==> src/rtl/fixpt_pkg.sv <==
// Shared definitions for the fixed-point requantisation blocks.
package fixpt_pkg;

    localparam int unsigned ROUND_TRUNC     = 0;
    localparam int unsigned ROUND_HALF_UP   = 1;
    localparam int unsigned ROUND_HALF_EVEN = 2;

    // Output range limits, held wide enough to compare against any aligned value.
    typedef struct packed {
        logic signed [63:0] max_v;
        logic signed [63:0] min_v;
    } lim_t;

    function automatic lim_t out_limits(input int unsigned width, input bit is_signed);
        lim_t lim;
        if (is_signed) begin
            lim.max_v = (64'sd1 <<< (width - 1)) - 64'sd1;
            lim.min_v = -(64'sd1 <<< (width - 1));
        end else begin
            lim.max_v = (64'sd1 <<< width) - 64'sd1;
            lim.min_v = '0;
        end
        return lim;
    endfunction

endpackage

==> src/rtl/fixpt_round.sv <==
// Combinational align-and-round: extends the input to W bits and moves it onto
// the output binary point, rounding away the dropped LSBs when narrowing.
module fixpt_round
    import fixpt_pkg::*;
#(
    parameter int          N_BITS_IN  = 8,
    parameter int          BIN_PT_IN  = 4,
    parameter int          BIN_PT_OUT = 1,
    parameter bit          SIGNED     = 1,
    parameter int unsigned ROUND_MODE = ROUND_HALF_EVEN,
    parameter int          W          = 13
) (
    input  logic [N_BITS_IN-1:0] din,
    output logic [W-1:0]         value
);

    localparam int SH  = BIN_PT_IN - BIN_PT_OUT;
    localparam int EXT = W - N_BITS_IN;

    logic [W-1:0] ext;

    // Unsigned inputs get zero MSBs, so ext[W-1] is a valid sign bit either way.
    assign ext = {{EXT{SIGNED ? din[N_BITS_IN-1] : 1'b0}}, din};

    if (SH > 0) begin : g_round
        localparam logic [SH-1:0] HALF = SH'(1) << (SH - 1);

        logic [SH-1:0] rem;
        logic [W-1:0]  flr;
        logic          inc;

        assign rem = ext[SH-1:0];
        assign flr = {{SH{ext[W-1]}}, ext[W-1:SH]};

        // Round increment from the dropped bits and the floor LSB.
        always_comb begin
            inc = 1'b0;
            case (ROUND_MODE)
                ROUND_HALF_UP:   inc = (rem >= HALF);
                ROUND_HALF_EVEN: inc = (rem > HALF) || ((rem == HALF) && flr[0]);
                default:         inc = 1'b0;
            endcase
        end

        assign value = flr + W'(inc);
    end else begin : g_pad
        assign value = ext << (-SH);
    end

endmodule

==> src/rtl/fixpt_requant_stream.sv <==
// Two-stage valid/ready fixed-point requantiser with overflow flag and counter.
module fixpt_requant_stream
    import fixpt_pkg::*;
#(
    parameter int          N_BITS_IN  = 8,
    parameter int          BIN_PT_IN  = 4,
    parameter int          N_BITS_OUT = 4,
    parameter int          BIN_PT_OUT = 1,
    parameter bit          SIGNED     = 1,
    parameter int unsigned ROUND_MODE = ROUND_HALF_EVEN,
    parameter bit          SATURATE   = 1,
    parameter int unsigned CNT_BITS   = 16
) (
    input  logic                  clk,
    input  logic                  rst,
    input  logic [N_BITS_IN-1:0]  din,
    input  logic                  din_valid,
    output logic                  din_ready,
    output logic [N_BITS_OUT-1:0] dout,
    output logic                  dout_valid,
    input  logic                  dout_ready,
    output logic                  dout_ovf,
    output logic [CNT_BITS-1:0]   ovf_cnt,
    input  logic                  ovf_clr
);

    localparam int   SH  = BIN_PT_IN - BIN_PT_OUT;
    localparam int   ASH = (SH < 0) ? -SH : SH;
    localparam int   W   = N_BITS_IN + ASH + 2;
    localparam lim_t LIM = out_limits(N_BITS_OUT, SIGNED);

    if (N_BITS_IN < 1 || N_BITS_OUT < 1) begin : g_bad_width
        $error("fixpt_requant_stream: N_BITS_IN and N_BITS_OUT must be >= 1");
    end
    if (W > 64 || N_BITS_OUT > 62) begin : g_too_wide
        $error("fixpt_requant_stream: aligned width exceeds the 64-bit range check");
    end

    logic                  advance;
    logic [W-1:0]          rounded;
    logic                  s1_valid_q;
    logic [W-1:0]          s1_value_q;
    logic signed [63:0]    wide;
    logic [N_BITS_OUT-1:0] sat_value;
    logic                  sat_ovf;
    logic [N_BITS_OUT-1:0] dout_q;
    logic                  dout_valid_q;
    logic                  dout_ovf_q;
    logic [CNT_BITS-1:0]   ovf_cnt_q;
    logic                  out_xfer;

    // Single global advance: both stages move together whenever the output slot frees up.
    assign din_ready = !dout_valid_q || dout_ready;
    assign advance   = din_ready;
    assign out_xfer  = dout_valid_q && dout_ready;

    fixpt_round #(
        .N_BITS_IN  (N_BITS_IN),
        .BIN_PT_IN  (BIN_PT_IN),
        .BIN_PT_OUT (BIN_PT_OUT),
        .SIGNED     (SIGNED),
        .ROUND_MODE (ROUND_MODE),
        .W          (W)
    ) u_round (
        .din   (din),
        .value (rounded)
    );

    // Stage 1: capture the aligned, rounded value.
    always_ff @(posedge clk) begin
        if (rst) begin
            s1_valid_q <= 1'b0;
            s1_value_q <= '0;
        end else if (advance) begin
            s1_valid_q <= din_valid;
            s1_value_q <= rounded;
        end
    end

    assign wide = 64'($signed(s1_value_q));

    // Range check against the output limits; clamp or wrap on overflow.
    always_comb begin
        sat_ovf   = 1'b0;
        sat_value = wide[N_BITS_OUT-1:0];
        if (wide > LIM.max_v) begin
            sat_ovf = 1'b1;
            if (SATURATE) sat_value = LIM.max_v[N_BITS_OUT-1:0];
        end else if (wide < LIM.min_v) begin
            sat_ovf = 1'b1;
            if (SATURATE) sat_value = LIM.min_v[N_BITS_OUT-1:0];
        end
    end

    // Stage 2: output register, frozen while downstream stalls.
    always_ff @(posedge clk) begin
        if (rst) begin
            dout_valid_q <= 1'b0;
            dout_q       <= '0;
            dout_ovf_q   <= 1'b0;
        end else if (advance) begin
            dout_valid_q <= s1_valid_q;
            dout_q       <= sat_value;
            dout_ovf_q   <= sat_ovf && s1_valid_q;
        end
    end

    // Saturating count of overflowed samples taken by downstream; clear has priority.
    always_ff @(posedge clk) begin
        if (rst || ovf_clr) begin
            ovf_cnt_q <= '0;
        end else if (out_xfer && dout_ovf_q && !(&ovf_cnt_q)) begin
            ovf_cnt_q <= ovf_cnt_q + CNT_BITS'(1);
        end
    end

    assign dout       = dout_q;
    assign dout_valid = dout_valid_q;
    assign dout_ovf   = dout_ovf_q;
    assign ovf_cnt    = ovf_cnt_q;

endmodule

==> config.mk <==
export PLATFORM = sky130hd
export DESIGN_NAME = fixpt_requant_stream
export DESIGN_NICKNAME = d
export VERILOG_FILES = /design/src/rtl/fixpt_pkg.sv /design/src/rtl/fixpt_round.sv /design/src/rtl/fixpt_requant_stream.sv
export SDC_FILE = /design/constraint.sdc
export NUM_CORES = 1
export LEC_CHECK = 0
export CORE_ASPECT_RATIO = 0.75
export CORE_MARGIN = 2
export CORE_UTILIZATION = 36
export CTS_CLUSTER_SIZE = 16
export DETAILED_ROUTE_END_ITERATION = 7
export PLACE_DENSITY = 0.62
export SETUP_SLACK_MARGIN = 0.5
export SYNTH_ARGS = -nofsm -noshare
export SYNTH_HDL_FRONTEND = slang
export SYNTH_SLANG_ARGS = --single-unit
==> constraint.sdc <==
create_clock -name clk -period 1.95 [get_ports clk]
set_input_delay 0.2925 -clock clk [delete_from_list [all_inputs] [get_ports clk]]
set_output_delay 0.2925 -clock clk [all_outputs]
set_load 0.02 [all_outputs]
### Yosys cells after proc, flatten, opt, wreduce, memory -nomap -nowiden

Cells that the tools add are included.

| cells by class | value |
|---|---|
| $add $sub $neg | 2 |
| $lt $le $gt $ge | 3 |
| eq/ne operators | 1 |
| mux-type cells | 4 |
| reduce and logical (&&, ||, !) cells | 11 |

Operator list:

| operator | count |
|---|---|
| 16-bit by 1-bit adder with 16-bit output, second input constant | 1 |
| 16-bit AND reduction | 1 |
| 4-bit 2-to-1 mux | 2 |
| 5-bit by 2-bit adder with 6-bit output | 1 |
| 6-bit by 4-bit greater-than comparator with 1-bit output, second input constant | 1 |
| 6-bit by 4-bit less-than comparator with 1-bit output, second input constant | 1 |
| 1-bit logical AND | 5 |
| 3-bit == test, second input constant | 1 |
| 3-bit greater-than comparator, second input constant | 1 |
| 1-bit logical OR | 3 |
| 1-bit zero test | 2 |
| 1-bit 2-to-1 mux | 2 |

| storage, ports and cells | value |
|---|---|
| register bits after elaboration | 29 |
| output and inout bits | 23 |
| logic and storage cells | 27 |

### Longest topological paths before layout

| logic depth | value |
|---|---|
| word-level depth | 4 |
| gate-level depth with buffers | 6 |
| mapped depth without buffers | 5 |

### Hierarchy

Synthesis repeated with hierarchy kept, for this count alone.

| unflattened totals | value |
|---|---|
| cell total of the unflattened synthesis | 213 |
| area, all modules | 1786.7 um^2 |

By module, submodules not included:

| module | times used | cells an instance | area an instance (um^2) | sequential area each (um^2) |
|---|---|---|---|---|
| fixpt_requant_stream | 1 | 193 | 1634.1 | 720.7 |
| fixpt_round | 1 | 20 | 152.6 | 0.0 |

### Worst setup path before layout

Ideal clock, no wire load.

| timing | value |
|---|---|
| kind | register -> register |
| from | register ovf_cnt_q[0], in the netlist ovf_cnt[0] |
| to | register ovf_cnt_q[14], in the netlist ovf_cnt[14] |
| library setup time | 0.116 ns |
| data arrival time | 1.820 ns |
| required time | 1.834 ns |
| slack | 0.014 ns |
| stages on the path, launching flop included | 7 |
| path buffers | 1 |
| clock period less this slack | 1.936 ns |
| cell sequence | dfxtp_1 ha_1 nand2_1 or4_1 clkbuf_2 or4_1 o211a_1 |

| between the ends | value |
|---|---|
| cells in the longest elaborated chain, start to end | 3 |
| elaborated cells on any way between the ends | 4 |

Ends and longest elaborated chain:

| item | RTL line | text |
|---|---|---|
| from (decl) | fixpt_requant_stream.sv:49 | `logic [CNT_BITS-1:0] ovf_cnt_q;` |
| from (signal assigned) | fixpt_requant_stream.sv:113 | `ovf_cnt_q <= ovf_cnt_q + CNT_BITS'(1);` |
| branches (longest 3 deep; another with 16-bit by 1-bit adder with 16-bit output) | -- |  |

Parallel ways; which one is timed is not known.
A chain may end at the register's enable or synchronous reset.

### Worst setup path in the final report

Same ends and word-level chain as after synthesis.

==> results.txt <==
outcome - completed
CP endpoint kind - register
drc violations - 0
skew final - 0.00610 ns
area added between synthesis and finish - 64.5%
final setup fails - 0
Fmax achieved - 589 MHz
vias in the first global route - 1418
flops & latches, synth - 29
clock sinks - 29
WHS - 0.456 ns
Pwr Density - 557 nW/µm²
CP cell instances - ha_4 > nand2_2 > or4_4 > or4_1 > o211a_1
num rows - 19
Max-Cap Viols - 0
Synth Cell Area - 1380 µm²
vias per cell - 5.41
final hold vios - 0
overall routing resource usage - 20.3%
Clock power frac - 40.9%
sequential fraction of design power - 48.8%
CTS tree - yes
fin crit share - 87.1%
Die ar. - 4340 µm²
GRT Residual Overflow - 0
antenna cells - 0
measured slew at the worst slew-check pin - 0.377 ns
clock buffer count from CTS - 5
asr flop ratio synth - 0%
port bufs - 35
critical path's largest stage delay - 0.43 ns
Initial Utilization - 37.6%
most common cell after layout, fill and taps aside - buf_4
final core occ - 61.9%
fin. max-slew vios - 0
CP max-delay cell - or4_1
first-pass GRT wire length - 6690 µm
P_int - 0.953 mW
delay-heaviest family, CP - simple AND/OR/NAND/NOR gates
Power, Total - 1.26 mW
Ys Warns - 0
H-Tree Depth - 2
RD Place Congestion - 0.749
top sig layer - met4
met2 wire len - 1860 µm
Switching Share - 24.5%
WS Path Type - register to register
crit path max fanout - 5
CP Launch Type - register
Psw - 0.309 mW
total wire length - 4080 µm
WL met3 - 221 µm
Core ar. - 3660 µm²
share of layout cells above drive strength 1 - 36.3%
Final nets - 248
post-route setup TNS - 0 ns
WL/cell - 14.3 µm
most common flop cell mapped by yosys - dfxtp_1
clk slew on worst S/H paths - 0.06 ns
Seq/Total Area, Yosys - 42.2%
Detailed Place HPWL - 2590 µm
Critical Path AT - 1.88 ns
setup repair after global routing missed its margin - true
Post-synth EDFFs - 0
TritonRoute pass-1 iters - 4
Worst VDD drop - 0.412 mV
I/O pins - 36
Avg Inst Size Synth - 8.24 µm²
via count - 1546
most frequent cells in the layout - buf_4, dlygate4sd2_1, a21oi_1, dfxtp_1
Netlist cell types - 34
Logic pwr share - 10.3%
syn nets - 182
initial antenna violation count - 0
initial DRC count - 124
CP bufs+invs - 0
chip width - 75.4 µm
largest net degree at the start of global routing - 18
remaining antenna violation count - 0
clk_lat worst skew - 0.29 ns
Pleak - 0.911 nW
Cells after Synth - 167
Chip Height - 57.5 µm
minimum clock period - 1.70 ns
CP required - 2.14 ns
Slew Limit Headroom - 74.9%
Clock Path Buffers - 2
clk root buf - clkbuf_8
Hold WC Path Type - register to register
routed length on met1 - 1940 µm
power by group through the flow:
stage / Clock [mW] / Combinational [mW] / Sequential, mW
floorplan: 0 / 0.0504 / 0.641
global placement: 0 / 0.128 / 0.630
detailed placement: 0 / 0.129 / 0.631
CTS: 0.523 / 0.121 / 0.618
global route: 0.547 / 0.142 / 0.619
finish: 0.516 / 0.130 / 0.617
logic make-up after synthesis:
logic type	after synthesis	synth area share, %
AOI/OAI and AO/OA	46	21.5
adders and majority gates	2	1.82
buffers and inverters	15	4.27
DFF	29	42.2
and+or+nand+nor	72	28.3
xor gates and xnor gates	3	1.91
metal layers:
metal  vias up  global-route usage [%]
met5         -                       0
li1        764                       -
met3         7                    4.95
met4         0                    8.52
met2        41                    29.1
met1       734                    28.9
final timing paths:
check	startpoint	endpoint	slack (ns)	cells after the start
setup / recovery	ovf_cnt[0]	ovf_cnt[14]	0.25	5
hold / removal	dout[3]	dout[3]	0.46	2
hold reg to reg	dout[3]	dout[3]	0.46	2
setup reg to reg	ovf_cnt[0]	ovf_cnt[14]	0.25	5
worst reg2reg max path: stages (launching register included):
cell     delay (ns)
dfxtp_4        0.39
ha_4           0.16
nand2_2        0.06
or4_4          0.42
or4_1          0.43
o211a_1        0.14
cells in the mapped netlist (5+ instances only):
| cell type | count | share of area [%] |
|---|---|---|
| o31ai_1 | 8 | 4.4 |
| inv_1 | 7 | 1.9 |
| or4_1 | 10 | 5.5 |
| dfxtp_1 | 29 | 42 |
| nor2_1 | 13 | 3.5 |
| nand3_1 | 10 | 3.6 |
| nand2_1 | 14 | 3.8 |
| o21ai_0 | 5 | 1.8 |
| a21oi_1 | 20 | 7.3 |
| clkbuf_1 | 5 | 1.4 |
| nor3_1 | 6 | 2.2 |
through the flow:
step           worst slack (ns)  std cells  area (µm²)
4_1_cts                   0.268        278        2100
3_3_place_gp             -0.204        257        1900
5_1_grt                   0.202        286        2260
2_1_floorplan             0.200        167        1450
6_report                  0.252        286        2260
3_5_place_dp             -0.289        257        1900
flip-flops by register name (all words and copies together) (netlist names):
register    count
ovf_cnt        16
dout            4
dout_ovf        1
dout_valid      1
s1_value_q      6
s1_valid_q      1
cell type report:
type                    instances  area (µm²)
flip-flops and latches         29         622
multi-input cells             123         883
well taps                      52        65.1
repair buffers                 66         574
clock buffers                   8        90.1
inverters                       8        30.0
fillers                       344        1400
what timing repair did:
action	in CTS	in global routing
buffers inserted	13	8
setup endpoints to repair	43	23
hold endpoints to repair	0	0
hold buffers	0	0
resized for setup	40	34
pin swaps	12	11
(Power assumes the default switching activity.)
